--- config.mk ---
export PLATFORM = sky130hd
export DESIGN_NAME = tick_timer_multi
export DESIGN_NICKNAME = d
export VERILOG_FILES = /design/src/rtl/tick_timer_multi.sv
export SDC_FILE = /design/constraint.sdc
export NUM_CORES = 1
export LEC_CHECK = 0
export BUFFER_PORTS_ARGS = -buffer_cell sky130_fd_sc_hd__buf_2
export CAP_MARGIN = 20
export CORE_UTILIZATION = 40
export DETAILED_ROUTE_END_ITERATION = 10
export PLACE_DENSITY = 0.56
export SLEW_MARGIN = 20
export SYNTH_ARGS = -nofsm -noshare
export SYNTH_HDL_FRONTEND = slang
export SYNTH_SLANG_ARGS = --single-unit
--- constraint.sdc ---
create_clock -name clk -period 4.29 [get_ports clk]
set_input_delay 0.6435 -clock clk [delete_from_list [all_inputs] [get_ports clk]]
set_output_delay 0.6435 -clock clk [all_outputs]
set_load 0.05 [all_outputs]
--- src/rtl/tick_timer_multi.sv ---
// ============================================================================
// Module      : tick_timer_multi
// Description : Multi-channel tick timer. Each channel divides clk to a tick
//               rate and counts ticks with pause, saturate/wrap modes and a
//               done flag. Define TICK_SHARED_PRESCALER_EN to use a single
//               free-running prescaler that all channels share.
// Revision    : 1.0 - initial release
// ============================================================================
`default_nettype none

module tick_timer_multi #(
    parameter int CLK_FREQ  = 25000000,
    parameter int TICK_RATE = 1000,
    parameter int MAX_TICKS = 96000,
    parameter int CHANNELS  = 2,
    localparam int DIV      = CLK_FREQ / TICK_RATE,
    localparam int TW       = $clog2(MAX_TICKS + 1),
    localparam int PW       = $clog2(DIV)
) (
    input  logic                   clk,
    input  logic                   rst_n,
    input  logic [CHANNELS-1:0]    start,
    input  logic [CHANNELS-1:0]    pause,
    input  logic [CHANNELS-1:0]    wrap_mode,
    output logic [CHANNELS*TW-1:0] ticks,
    output logic [CHANNELS-1:0]    tick_pulse,
    output logic [CHANNELS-1:0]    done
);

    localparam logic [1:0] c_IDLE = 2'd0;
    localparam logic [1:0] c_RUN  = 2'd1;
    localparam logic [1:0] c_HOLD = 2'd2;
    localparam logic [1:0] c_DONE = 2'd3;

    localparam logic [PW-1:0] c_PRE_LAST = PW'(DIV - 1);
    localparam logic [TW-1:0] c_CNT_LAST = TW'(MAX_TICKS - 1);
    localparam logic [TW-1:0] c_CNT_MAX  = TW'(MAX_TICKS);

    generate
        if (DIV < 2) begin : g_bad_div
            $error("tick_timer_multi: CLK_FREQ/TICK_RATE must be >= 2");
        end
        if (MAX_TICKS < 1) begin : g_bad_max
            $error("tick_timer_multi: MAX_TICKS must be >= 1");
        end
        if (CHANNELS < 1) begin : g_bad_ch
            $error("tick_timer_multi: CHANNELS must be >= 1");
        end
    endgenerate

`ifdef TICK_SHARED_PRESCALER_EN
    logic [PW-1:0] r_shared_pre;
    logic          w_shared_wrap;

    assign w_shared_wrap = (r_shared_pre == c_PRE_LAST);

    always_ff @(posedge clk or negedge rst_n) begin
        if (!rst_n) begin
            r_shared_pre <= '0;
        end else begin
            r_shared_pre <= w_shared_wrap ? '0 : r_shared_pre + PW'(1);
        end
    end
`endif

    for (genvar i = 0; i < CHANNELS; i++) begin : g_ch
        logic [1:0]    r_state;
        logic [TW-1:0] r_count;
        logic          r_tick;
        logic          r_done;
        logic          r_wrap;
        logic          w_tick;
        logic          w_step;

        // A step is any edge spent counting: RUN, or the HOLD exit edge.
        assign w_step = start[i] && !pause[i] && (r_state == c_RUN || r_state == c_HOLD);

`ifdef TICK_SHARED_PRESCALER_EN
        assign w_tick = w_shared_wrap;
`else
        logic [PW-1:0] r_pre;

        assign w_tick = (r_pre == c_PRE_LAST);

        always_ff @(posedge clk or negedge rst_n) begin
            if (!rst_n) begin
                r_pre <= '0;
            end else if (!start[i] || r_state == c_IDLE) begin
                r_pre <= '0;
            end else if (w_step) begin
                r_pre <= w_tick ? '0 : r_pre + PW'(1);
            end
        end
`endif

        always_ff @(posedge clk or negedge rst_n) begin
            if (!rst_n) begin
                r_state <= c_IDLE;
                r_count <= '0;
                r_tick  <= 1'b0;
                r_done  <= 1'b0;
                r_wrap  <= 1'b0;
            end else if (!start[i]) begin
                r_state <= c_IDLE;
                r_count <= '0;
                r_tick  <= 1'b0;
                r_done  <= 1'b0;
                r_wrap  <= 1'b0;
            end else begin
                r_tick <= 1'b0;
                case (r_state)
                    c_IDLE: begin
                        r_state <= c_RUN;
                        r_wrap  <= wrap_mode[i];
                        r_done  <= 1'b0;
                    end
                    c_RUN, c_HOLD: begin
                        r_done <= 1'b0;
                        if (pause[i]) begin
                            r_state <= c_HOLD;
                        end else begin
                            r_state <= c_RUN;
                            if (w_tick) begin
                                r_tick <= 1'b1;
                                if (r_count == c_CNT_LAST) begin
                                    r_done <= 1'b1;
                                    if (r_wrap) begin
                                        r_count <= '0;
                                    end else begin
                                        r_count <= c_CNT_MAX;
                                        r_state <= c_DONE;
                                    end
                                end else begin
                                    r_count <= r_count + TW'(1);
                                end
                            end
                        end
                    end
                    c_DONE: begin
                        r_done <= 1'b1;
                    end
                    default: begin
                        r_state <= c_IDLE;
                    end
                endcase
            end
        end

        assign ticks[i*TW +: TW] = r_count;
        assign tick_pulse[i]     = r_tick;
        assign done[i]           = r_done;
    end

endmodule

`default_nettype wire

==> impl_metrics.yaml <==
logic_synthesis:
  ys_seq_area_share_pct: 44.79
  async_flop_share_pct: 100.0
  ys_top_cells_by_area: "dfrtp_1, nand2_1, nor2_1"
  syn-num-nets: 478
  synth-seq-cells: 74
  synth_cell_types: 57
  syn_area_sq_um: 4134
  yosysWarnings: 0
  syn_inst: 462
  synth-edff-count: 0
  synthFlopType: "dfrtp_1"
  synth.largest_area_cell: "dfrtp_1"
  synth_top_area_share_pct: 44.79
  synth.avg_cell_area_sq_um: 8.948
timing:
  min_period_over_period_pct: 65.56
  setup_slack_ps: 1477
  relSlewSlack_pct: 35.72
  setup_viol: 0
  maxSlewViolCount: 0
  setup_tns_ps: 0
  post-route-min-period_ps: 2813
  tightest_slew_ps: 964.2
  final.setup_skew_ps: 11.32
  final_hold_viol_count: 0
  max_clock_freq_mhz: 355.5
  rsz0062_at_grt: "no"
clock_network:
  cts-htree-levels: 3
  ctsHoldBuffers: 0
  cts-buffers-inserted: 9
  cts_tree: "built"
  clock_path_buffers: 2
  cts.sinks: 74
  worstSkewPairLatency_ps: 360
  post_cts_resized: 0
  clk_pin_slew_worst_paths_ps: 80
  postCtsSetupBuffers: 0
  cts-root-buf: "clkbuf_8"
die:
  core_area_sq_um: 9910
  dieArea_sq_um: 10750
  ios: 46
  die_h_um: 103.7
  initial_utilization_pct: 41.72
  die_x_um: 103.7
  row_count: 36
layout:
  layout_commonest_cell: "dfrtp_1"
  nNetsFinal: 520
  post_route_cells_drive_above_1_share_pct: 14.34
  antenna_cells: 0
  fill_cells: 972
  area_delta_synth_final_pct: 12.32
  final_cell_mix: "dfrtp_1, nor2_1, nand2_1"
pwr:
  power-per-cell-area_nw_per_um2: 304.7
  vdd_drop_max_mv: 0.1418
  leakagePower_uw: 0.001905
  p_total_uw: 1415
grt:
  grt_pass1_vias: 3463
  grt_use_total_pct: 19.58
  antenna_found_initial: 0
  grt_pass1_wl_um: 17180
  grt_overflow: 0
  grt_max_degree: 75
route:
  dr_total_vias: 3600
  routed_wirelength_um: 9886
  drt-initial-drc-count: 116
  ant_nets: 0
  first_pass_iters: 4
  routed_via_density: 5.607
  routedWlPerCell_um: 15.40
  route.detailed.drc: 0
setup_path:
  worstPathRequired_ps: 4550
  crit_start: "g_ch[1].r_state[0]"
  arrival_ps: 3070
  end_kind: "register"
  rr_startpoint: "g_ch[1].r_state[0]"
  start_kind: "register"
  critPathKind: "register to register"
  crit_path_max_fanout: 15
place:
  gp_congestion: 0.8387
  pre_cts_ws_ps: 1491
  hpwl_um: 6786
  portBuffers: 45
job:
  cap_violations: 0
hold_path:
  hold_class: "input port to asynchronous set/reset pin"
outcome:
  status: "complete, no violations"
## cell usage after synthesis (2+ instances only)
cell and n:
clkbuf_1 7, o21ai_0 19, xor2_1 10, or4_1 5, nor2b_1 6, and3_1 6, xnor2_1 13, a21oi_1 32
a31oi_1 15, inv_1 9, clkinv_1 2, or4b_2 5, ha_1 8, nor2_1 49, o31ai_1 2, nand3b_1 3
a22oi_1 2, and2_1 2, nand2b_1 5, or3_1 13, mux2i_1 2, nor4_2 3, a41o_1 2, nor4_1 3
nand2_1 49, dfrtp_1 74, buf_4 4, nand4b_1 4, nor3_1 24, nand3_1 27, nand4_1 25, and2_0 2
buf_2 2, and4_1 5
## state kept, by name, summed over array words and instances (netlist names)
name and flops:
g_ch.r_done 2, g_ch.r_state 4, g_ch.r_pre 30, g_ch.r_tick 2, g_ch.r_count 34, g_ch.r_wrap 2
## critical path: stages (launching register included)
cell     delay [ps]
dfrtp_1         360
inv_1            60
ha_1            350
or4b_2          630
or4_1           700
or3_1           440
a21oi_1         170
## final timing paths
| check | endpoint | slack [ps] | depth (start not counted) |
|---|---|---|---|
| max | g_ch[1].r_count[9] | 1480 | 6 |
| min | g_ch[1].r_count[14] | 420 | 1 |
| max reg2reg | g_ch[1].r_count[9] | 1480 | 6 |
| min reg2reg | g_ch[1].r_pre[13] | 530 | 1 |
| max in group asynchronous | g_ch[1].r_count[2] | 3230 | 1 |
| min in group clk | g_ch[1].r_state[0] | 520 | 2 |
## kinds of logic (layout without fill, tap and decap cells)
kind of cell | Yosys count | count (layout) | synth area share, %
buffers and inverters | 25 | 72 | 2.694
multiplexers | 3 | 3 | 0.7567
flip-flops | 74 | 74 | 44.79
adder cells (fa/ha/maj) | 8 | 8 | 2.421
AND/OR/NAND/NOR | 244 | 244 | 32.11
AO/OA/AOI/OAI | 85 | 85 | 12.35
XOR/XNOR | 23 | 23 | 4.873
## where the power goes
group	internal [uW]	total (uW)	leakage (uW)	switching, uW
Clock	265	536	0.0000958	271
Combinational	46.3	151	0.000782	105
Sequential	711	728	0.00103	16.3
## area by class of cell
cell class	instances	area (sq um)	share of cell area [%]
clock buffers	10	127.6	2.749
well taps	133	166.4	3.584
clock inverters	6	57.56	1.240
repair buffers	45	227.7	4.904
multi-input cells	363	2171	46.75
inverters	11	41.29	0.8892
flip-flops and latches	74	1852	39.88
## metrics by stage
step	cell area (sq um)	hold WS [ps]	util (%)	cells
3_3_place_gp	4458	489.3	44.99	626
6_report	4643	418.2	46.86	642
5_1_grt	4643	523.0	46.86	642
2_1_floorplan	4134	347.9	-	462
4_1_cts	4643	476.5	46.86	642
3_5_place_dp	4458	504.4	44.99	626
## metal layers
metal | GRT usage, % | vias to the layer above | routed length, um
met3 | 3.021 | 12 | 344
met4 | 8.367 | 0 | 171
met2 | 30.25 | 67 | 4408
met1 | 27.27 | 1737 | 4961
met5 | 0 | - | 0
li1 | - | 1784 | -
Note: power is estimated with default switching activity, not from simulation.
